File: src/rtl/mult_entry_ctrl_pkg.sv
// Shared types and constants for the operand-entry multiplier controller.
package mult_ctrl_pkg;

  localparam int N_DEF = 4;

  typedef enum logic [1:0] {ST_A, ST_B, ST_MUL, ST_SHOW} state_e;

  localparam int STAT_A    = 0;
  localparam int STAT_B    = 1;
  localparam int STAT_MUL  = 2;
  localparam int STAT_SHOW = 3;

  function automatic logic [3:0] state_onehot(input state_e s);
    logic [3:0] oh;
    oh = '0;
    case (s)
      ST_A:    oh[STAT_A]    = 1'b1;
      ST_B:    oh[STAT_B]    = 1'b1;
      ST_MUL:  oh[STAT_MUL]  = 1'b1;
      ST_SHOW: oh[STAT_SHOW] = 1'b1;
      default: oh[STAT_A]    = 1'b1;
    endcase
    return oh;
  endfunction

endpackage

File: src/rtl/mult_entry_ctrl_if.sv
// Board-side bundle: keys and switches in, product and state indication out.
interface mult_entry_ctrl_if #(parameter int N = mult_ctrl_pkg::N_DEF);
  logic [1:0]     KEY;
  logic [N-1:0]   SW;
  logic [2*N-1:0] LED;
  logic [3:0]     STATUS;

  modport master (output KEY, SW, input LED, STATUS);
  modport slave  (input KEY, SW, output LED, STATUS);
endinterface

File: src/rtl/mult_entry_ctrl_debounce.sv
// Synchronises and debounces the active-low enter key; emits a 1-cycle press
// pulse on an accepted 1->0 transition.
module key_debounce #(
  parameter int DEBOUNCE_CYCLES = 500000
) (
  input  logic CLOCK_50,
  input  logic rst_n,
  input  logic key_in,
  output logic press
);

  localparam int CW = $clog2(DEBOUNCE_CYCLES + 1);

  logic          sync1_q, sync2_q;
  logic          deb_q, deb_d;
  logic          press_q, press_d;
  logic [CW-1:0] cnt_q, cnt_d;

  // The level flips on the cycle the mismatch run reaches DEBOUNCE_CYCLES.
  always_comb begin
    deb_d = deb_q;
    cnt_d = '0;
    if (sync2_q != deb_q) begin
      if (cnt_q == CW'(DEBOUNCE_CYCLES - 1)) deb_d = sync2_q;
      else                                    cnt_d = cnt_q + 1'b1;
    end
    press_d = deb_q & ~deb_d;
  end

  always_ff @(posedge CLOCK_50 or negedge rst_n) begin
    if (!rst_n) begin
      sync1_q <= 1'b1;
      sync2_q <= 1'b1;
      deb_q   <= 1'b1;
      cnt_q   <= '0;
      press_q <= 1'b0;
    end else begin
      sync1_q <= key_in;
      sync2_q <= sync1_q;
      deb_q   <= deb_d;
      cnt_q   <= cnt_d;
      press_q <= press_d;
    end
  end

  assign press = press_q;

endmodule

File: src/rtl/mult_entry_ctrl.sv
// Operand entry FSM and N-cycle shift-and-add multiplier; product held on LED.
module mult_entry_ctrl
  import mult_ctrl_pkg::*;
#(
  parameter int N               = N_DEF,
  parameter int DEBOUNCE_CYCLES = 500000
) (
  input logic              CLOCK_50,
  mult_entry_ctrl_if.slave io
);

  localparam int CW = (N > 1) ? $clog2(N) : 1;

  logic           rst_n;
  logic           press;
  state_e         state_q, state_d;
  logic [N-1:0]   a_q, a_d, b_q, b_d;
  logic [2*N-1:0] acc_q, acc_d, led_q, led_d;
  logic [2*N-1:0] a_ext, addend;
  logic [CW-1:0]  cnt_q, cnt_d;

  assign rst_n = io.KEY[1];

  key_debounce #(.DEBOUNCE_CYCLES(DEBOUNCE_CYCLES)) u_deb (
    .CLOCK_50 (CLOCK_50),
    .rst_n    (rst_n),
    .key_in   (io.KEY[0]),
    .press    (press)
  );

  always_comb begin
    state_d = state_q;
    a_d     = a_q;
    b_d     = b_q;
    acc_d   = acc_q;
    cnt_d   = cnt_q;
    led_d   = led_q;
    a_ext   = {{N{1'b0}}, a_q};
    addend  = b_q[cnt_q] ? (a_ext << cnt_q) : '0;
    case (state_q)
      ST_A: if (press) begin
        a_d     = io.SW;
        state_d = ST_B;
      end
      ST_B: if (press) begin
        b_d     = io.SW;
        acc_d   = '0;
        cnt_d   = '0;
        state_d = ST_MUL;
      end
      // Presses arriving here are dropped; LED only ever sees the final sum.
      ST_MUL: begin
        acc_d = acc_q + addend;
        cnt_d = cnt_q + 1'b1;
        if (cnt_q == CW'(N - 1)) begin
          led_d   = acc_d;
          state_d = ST_SHOW;
        end
      end
      ST_SHOW: if (press) begin
        a_d     = io.SW;
        state_d = ST_B;
      end
      default: state_d = ST_A;
    endcase
  end

  always_ff @(posedge CLOCK_50 or negedge rst_n) begin
    if (!rst_n) begin
      state_q <= ST_A;
      a_q     <= '0;
      b_q     <= '0;
      acc_q   <= '0;
      cnt_q   <= '0;
      led_q   <= '0;
    end else begin
      state_q <= state_d;
      a_q     <= a_d;
      b_q     <= b_d;
      acc_q   <= acc_d;
      cnt_q   <= cnt_d;
      led_q   <= led_d;
    end
  end

  assign io.LED    = led_q;
  assign io.STATUS = state_onehot(state_q);

endmodule
File: src/flat_wrapper.sv
// flat-port wrapper written by rule: the top's interface ports become plain ports
module mult_entry_ctrl_flat import mult_ctrl_pkg::*;
#(
  parameter int N               = N_DEF,
  parameter int DEBOUNCE_CYCLES = 500000
)
  (CLOCK_50, io_KEY, io_SW, io_LED, io_STATUS);
  mult_entry_ctrl_if #(.N(N)) io_i ();
  input logic CLOCK_50;
  input wire logic [$bits(io_i.KEY)-1:0] io_KEY;
  input wire logic [$bits(io_i.SW)-1:0] io_SW;
  output wire logic [$bits(io_i.LED)-1:0] io_LED;
  output wire logic [$bits(io_i.STATUS)-1:0] io_STATUS;
  assign io_i.KEY = io_KEY;
  assign io_i.SW = io_SW;
  assign io_LED = io_i.LED;
  assign io_STATUS = io_i.STATUS;
  mult_entry_ctrl #(.N(N), .DEBOUNCE_CYCLES(DEBOUNCE_CYCLES)) u_core (.CLOCK_50(CLOCK_50), .io(io_i));
endmodule
File: config.mk
export PLATFORM = sky130hd
export DESIGN_NAME = mult_entry_ctrl_flat
export DESIGN_NICKNAME = d
export VERILOG_FILES = /design/src/rtl/mult_entry_ctrl_pkg.sv /design/src/rtl/mult_entry_ctrl_if.sv /design/src/rtl/mult_entry_ctrl_debounce.sv /design/src/rtl/mult_entry_ctrl.sv /design/src/flat_wrapper.sv
export SDC_FILE = /design/constraint.sdc
export NUM_CORES = 1
export LEC_CHECK = 0
export ABC_AREA = 1
export BUFFER_PORTS_ARGS = -buffer_cell sky130_fd_sc_hd__buf_2
export CAP_MARGIN = 15
export CORE_ASPECT_RATIO = 2
export CORE_MARGIN = 3
export CORE_UTILIZATION = 60
export DETAILED_ROUTE_END_ITERATION = 8
export PLACE_DENSITY = 0.84
export REMOVE_ABC_BUFFERS = 1
export SLEW_MARGIN = 20
export SYNTH_ARGS = -nofsm -noshare
export SYNTH_HDL_FRONTEND = slang
export SYNTH_SLANG_ARGS = --single-unit
File: constraint.sdc
create_clock -name CLOCK_50 -period 2.4 [get_ports CLOCK_50]
set_input_delay 0.48 -clock CLOCK_50 [delete_from_list [all_inputs] [get_ports CLOCK_50]]
set_output_delay 0.48 -clock CLOCK_50 [all_outputs]
set_load 0.01 [all_outputs]
# Yosys cells after proc, flatten, opt, wreduce, memory -nomap -nowiden

Cells that the tools add are included.

Bits of input ports: 7
Register bits after elaboration: 51
Logic and storage cells: 54

Bitwise logic cells: 2
$add $sub $neg: 3
Mux-type cells: 19
Shifts and indexed selects: 1
Magnitude comparators: 1
Reductions and logical operators: 8
Equality and inequality tests: 9

Operator list:

| cell                                                        | number |
|---|---|
| two-way mux 19 bit                                          | 2 |
| adder 19 x 1 -> 19 bit (second input constant)              | 1 |
| equality test 19 bit (second input constant)                | 1 |
| two-way mux 8 bit                                           | 2 |
| one-hot mux 8 bit (2 select lines)                          | 1 |
| adder 8 bit                                                 | 1 |
| two-way mux 2 bit                                           | 4 |
| AND reduction 2 bit                                         | 4 |
| left shift 4 x 2 -> 8 bit                                   | 1 |
| two-way mux 1 bit                                           | 7 |
| equality test 2 bit (second input constant)                 | 3 |
| one-hot mux 2 bit (3 select lines)                          | 1 |
| inequality test 2 x 1 -> 1 bit (second input constant)      | 2 |
| one-hot mux 2 bit (2 select lines)                          | 1 |
| less-than comparator 2 x 3 -> 1 bit (second input constant) | 1 |
| AND reduction 3 bit                                         | 1 |
| adder 2 x 1 -> 2 bit (second input constant)                | 1 |
| binary-select mux 1 bit (select 2 bit)                      | 1 |
| equality test 2 x 1 -> 1 bit (second input constant)        | 1 |
| logical NOT 2 bit                                           | 1 |
| inequality test 2 bit (second input constant)               | 1 |
| nonzero test 2 bit                                          | 1 |
| OR reduction 2 bit                                          | 1 |
| bitwise AND 1 bit                                           | 1 |
| 2 further kinds                                             | 2 |

# Longest topological paths before layout

Depth in word-level cells: 5
Gate-level depth with buffers: 16
Mapped depth without buffers: 15

# By module

Synthesis repeated with hierarchy kept, for this count alone.

Cells, all modules: 353
Area total of the unflattened synthesis: 2839.0 µm²

Modules (own cells, without submodules):

| module          | cells an instance | times used | seq. area each (µm²) | area an instance (µm²) |
|---|---|---|---|---|
| mult_entry_ctrl | 204               | 1          | 700.7                | 1624.1 |
| key_debounce    | 149               | 1          | 579.3                | 1214.9 |

# Least setup slack after synthesis

No wires, ideal clock.

Path kind: register to register
Start point: register u_core.cnt_q[0]
End point: register u_core.acc_q[4]
Library setup time: 117 ps
Clock period less this slack: 2113 ps
Path slack: 287 ps
Required time: 2283 ps
Arrival time: 1996 ps
Path buffers: 1
Cell stages (with the launch flop): 12
Cell sequence: dfrtp_1 > buf_4 > inv_1 > o21ai_0 > nor2_1 > ha_1 > fa_1 > nand3_1 > nand2_1 > or2_2 > nand3_1 > nand2_1

Word-level cells in the longest chain between the ends: 5
Elaborated cells on any way between the ends: 6
Classes of those cells: 1 x add/sub; 1 x shift; 4 x mux

RTL lines:

| item                                    | RTL line              | text |
|---|---|---|
| from (decl)                             | mult_entry_ctrl.sv:20 | `logic [CW-1:0] cnt_q, cnt_d;` |
| from (signal assigned)                  | mult_entry_ctrl.sv:81 | `cnt_q <= cnt_d;` |
| binary-select mux 1 bit (select 2 bit)  | mult_entry_ctrl.sv:39 | `addend = b_q[cnt_q] ? (a_ext << cnt_q) : '0;` |
| two-way mux 1 bit (implied by the code) | mult_entry_ctrl.sv:39 |  |
| two-way mux 8 bit (*)                   | mult_entry_ctrl.sv:39 |  |
| adder 8 bit (*)                         | mult_entry_ctrl.sv:53 | `acc_d = acc_q + addend;` |
| one-hot mux 8 bit (2 select lines) (*)  | mult_entry_ctrl.sv:40 | `case (state_q)` |
| to (signal assigned)                    | mult_entry_ctrl.sv:73 | `acc_q <= '0;` |
| to (signal assigned)                    | mult_entry_ctrl.sv:80 | `acc_q <= acc_d;` |
| to (decl)                               | mult_entry_ctrl.sv:18 | `logic [2*N-1:0] acc_q, acc_d, led_q, led_d;` |

Every way passes the cells marked *; elsewhere a longest branch is shown, timed or not. The select of a mux whose other input is x is not followed.
A chain may end at the register's enable or synchronous reset.

# Worst setup path after layout

Ends and elaborated chain as after synthesis.

==> out/metrics.cfg <==
[outcome]
status=finished, final reports clean

[final_layout]
utilization_pct=70.67
drive_above_1_share_pct=13.99
nets=414
antennaDiodeCount=0
synthToLayoutAreaGrowth_pct=11.39

[synthesis]
syn_area_per_cell_um2=7.786
synth_enable_flop_cells=0
synth_most_common_cell=nand2_1
ys_seq_area_share_pct=45.17
async_reset_ff_share_pct=100.0
synth_top_cell_by_area=dfrtp_1
synthCells=364
synth_top_area_share_pct=42.38
yosysUniqueCellTypes=32
synthTopCellsByArea=dfrtp_1 (42%), nand2_1 (13%), nor2_1 (7.8%)
ys.flop_type=dfrtp_1
syn_area_um2=2834
ys_warn_count=0
ys_ff_latch=51
netlist_top_cells_count=nand2_1 (97), nor2_1 (59), dfrtp_1 (48), inv_1 (44), o21ai_0 (23)

[critical_path]
crit_top_cell=nor2_1
cp_top_family=simple AND/OR/NAND/NOR gates
cp_cell_sequence=buf_4 > nor2_1 > nor2_1 > o21ai_2 > nor2_1 > ha_1 > fa_1 > nand3_1 > nand2_1 > or2_2 > nand3_1 > nand2_1
crit_type=reg2reg
startpoint_type=register
slowest_delay_ns=0.46
cp-end-kind=register
required_ns=2.60
reg2reg_from=u_core.cnt_q[0]
slowest_stage=dfrtp_2
r2r-end=u_core.acc_q[4]
worstPathMaxFanout=6
critical_path_arrival_ns=2.49
rrSetupSlack_ns=0.11
crit_buf_inv=1
r2r_cells=12

[route]
drc=0
antenna_left=0
wl_per_cell_um=14.06
dr.pass1.iters=5
routed_wl_um=6286
routed_via_density=5.452
routed-via-count=2437
drt-initial-drc-count=41

[pwr]
seqPwrFrac_pct=57.1
p_per_area_nw_per_um2=483.8
p_leak_nw=1.606
power_w=0.001527
comb_power_share_pct=2.6
p_sw_share_pct=20.44
p_int_w=0.001215
switchingPower_w=0.0003122
clkPwrFrac_pct=40.2
vdd_drop_max_v=0.0005259

[timing]
timing.hold.ws_ns=0.2699
finalHoldViolCount=0
setup_violations=0
fin_crit_ns=2.293
skew_ns=0.01186
fmax_mhz=436.2
worst_slew_pin_slew_ns=0.6314
relSlewSlack_pct=57.90
drv_slew=0
min_period_over_period_pct=95.53

[die]
floorplan.rows=34
core-area_um2=4467
die_area_um2=5634
die_y_um=103.2
die_w_um=54.60
pin_count=19
initial_core_util_pct=63.45

[cts]
clock-sinks=51
clk_latency_ns=0.30
cts_buffers=5
clock_path_buffers=2
hold_buffers=0
path_clk_slew_ns=0.10
cts.htree.levels=2
root_buffer=clkbuf_8
cts_tree=yes

[global_route]
grt_pass1_wl_um=10190
grt_usage_pct=24.87
antenna_found_initial=0
grt_max_degree=52
grt_overflow_total=0
grt_pass1_vias=2368

[hold_path]
min_path_type=in2async

[run]
maxCapViolations=0

[placement]
io_buffers=18
place_congestion=0.9822
hpwl_um=4675

[how the worst max path moves through the flow]
stage	depth (start not counted)	from	end
3_5_place_dp	11	u_core.cnt_q[0]	u_core.io.LED[3]
6_report	12	u_core.cnt_q[0]	u_core.acc_q[4]
5_1_grt	13	u_core.cnt_q[0]	u_core.acc_q[6]
4_1_cts	13	u_core.cnt_q[0]	u_core.io.LED[3]
2_1_floorplan	10	u_core.cnt_q[0]	u_core.io.LED[4]
3_3_place_gp	11	u_core.cnt_q[0]	u_core.io.LED[3]
[worst register-to-register path, stage by stage, from the launching register on]
cell	delay (ns)
dfrtp_2	0.46
buf_4	0.16
nor2_1	0.10
nor2_1	0.06
o21ai_2	0.08
nor2_1	0.06
ha_1	0.21
fa_1	0.42
nand3_1	0.09
nand2_1	0.08
or2_2	0.31
nand3_1	0.10
nand2_1	0.05
[registers in the layout, summed over array words and instances, names as in the netlist]
| signal | count |
|---|---|
| u_core.u_deb.deb_q | 1 |
| u_core.acc_q | 8 |
| u_core.cnt_q | 2 |
| u_core.u_deb.sync2_q | 1 |
| u_core.b_q | 4 |
| u_core.state_q | 2 |
| u_core.u_deb.sync1_q | 1 |
| u_core.a_q | 4 |
| u_core.io.LED | 8 |
| u_core.u_deb.press | 1 |
| u_core.u_deb.cnt_q | 19 |
[metal layers]
layer	routed length (um)	share of wire (%)	track usage [%]
met1	2221	35	23.66
met2	3636	58	47.17
met3	130	2.1	2.869
met4	298	4.7	14.40
met5	0	0	0
[area by class of cell]
| cell class | count | area, um^2 |
|---|---|---|
| tap | 54 | 67.56 |
| clock inverter | 2 | 35.03 |
| sequential | 51 | 1281 |
| multi-input combinational | 265 | 1386 |
| fill | 363 | 1310 |
| clock buffer | 6 | 82.58 |
| inverter | 46 | 176.4 |
| timing repair buffer | 23 | 127.6 |
[power groups by stage]
stage                     Sequential, W  Combinational, W  Clock (W)
after CTS                      0.000873         0.0000416   0.000627
after floorplan                0.000888         0.0000143          0
after global placement         0.000889         0.0000408          0
after detailed placement       0.000889         0.0000417          0
final                          0.000873         0.0000403   0.000614
after global routing           0.000874         0.0000466   0.000663
[metrics by stage]
stage               instances  setup WS (ns)  setup TNS, ns  cell area, um^2
floorplan                 362         0.2530              0             2823
global route              447       -0.02048       -0.05771             3157
finish                    447         0.1073              0             3157
global placement          435         0.1196              0             2988
detailed placement        435      -0.002264      -0.002264             2988
CTS                       443        0.03855              0             3105
[repair_timing]
action	4_1_cts	5_1_grt
setup buffers	0	4
resized for setup	1	4
setup endpoints to repair	4	11
[layout by cell type (no fill, tap or decap), drive strengths merged]
| cell | instances |
|---|---|
| buf | 23 |
| nand4 | 4 |
| xor2 | 8 |
| nor3b | 1 |
| mux2 | 1 |
| o21a | 1 |
| nand2 | 101 |
| a21oi | 8 |
| nor3 | 4 |
| clkbuf | 6 |
| fa | 1 |
| or2 | 3 |
| o211ai | 1 |
| and2 | 1 |
| nand3b | 2 |
| dfstp | 3 |
| clkinv | 1 |
| o21ai | 24 |
| clkinvlp | 1 |
| ha | 14 |
| a22oi | 1 |
| nor2 | 63 |
| xnor2 | 3 |
| nand3 | 23 |
| mux2i | 1 |
| bufinv | 1 |
| dfrtp | 48 |
| inv | 45 |
[kinds of logic after synthesis]
family,after synthesis,share of synthesized area (%)
and+or+nand+nor,202,30.46
DFF,51,45.17
xor gates and xnor gates,11,3.665
muxes,2,0.7505
buffers and inverters,48,6.490
AOI/OAI and AO/OA,35,6.579
adders and majority gates,15,6.888
Note: power is estimated with default switching activity, not from simulation.
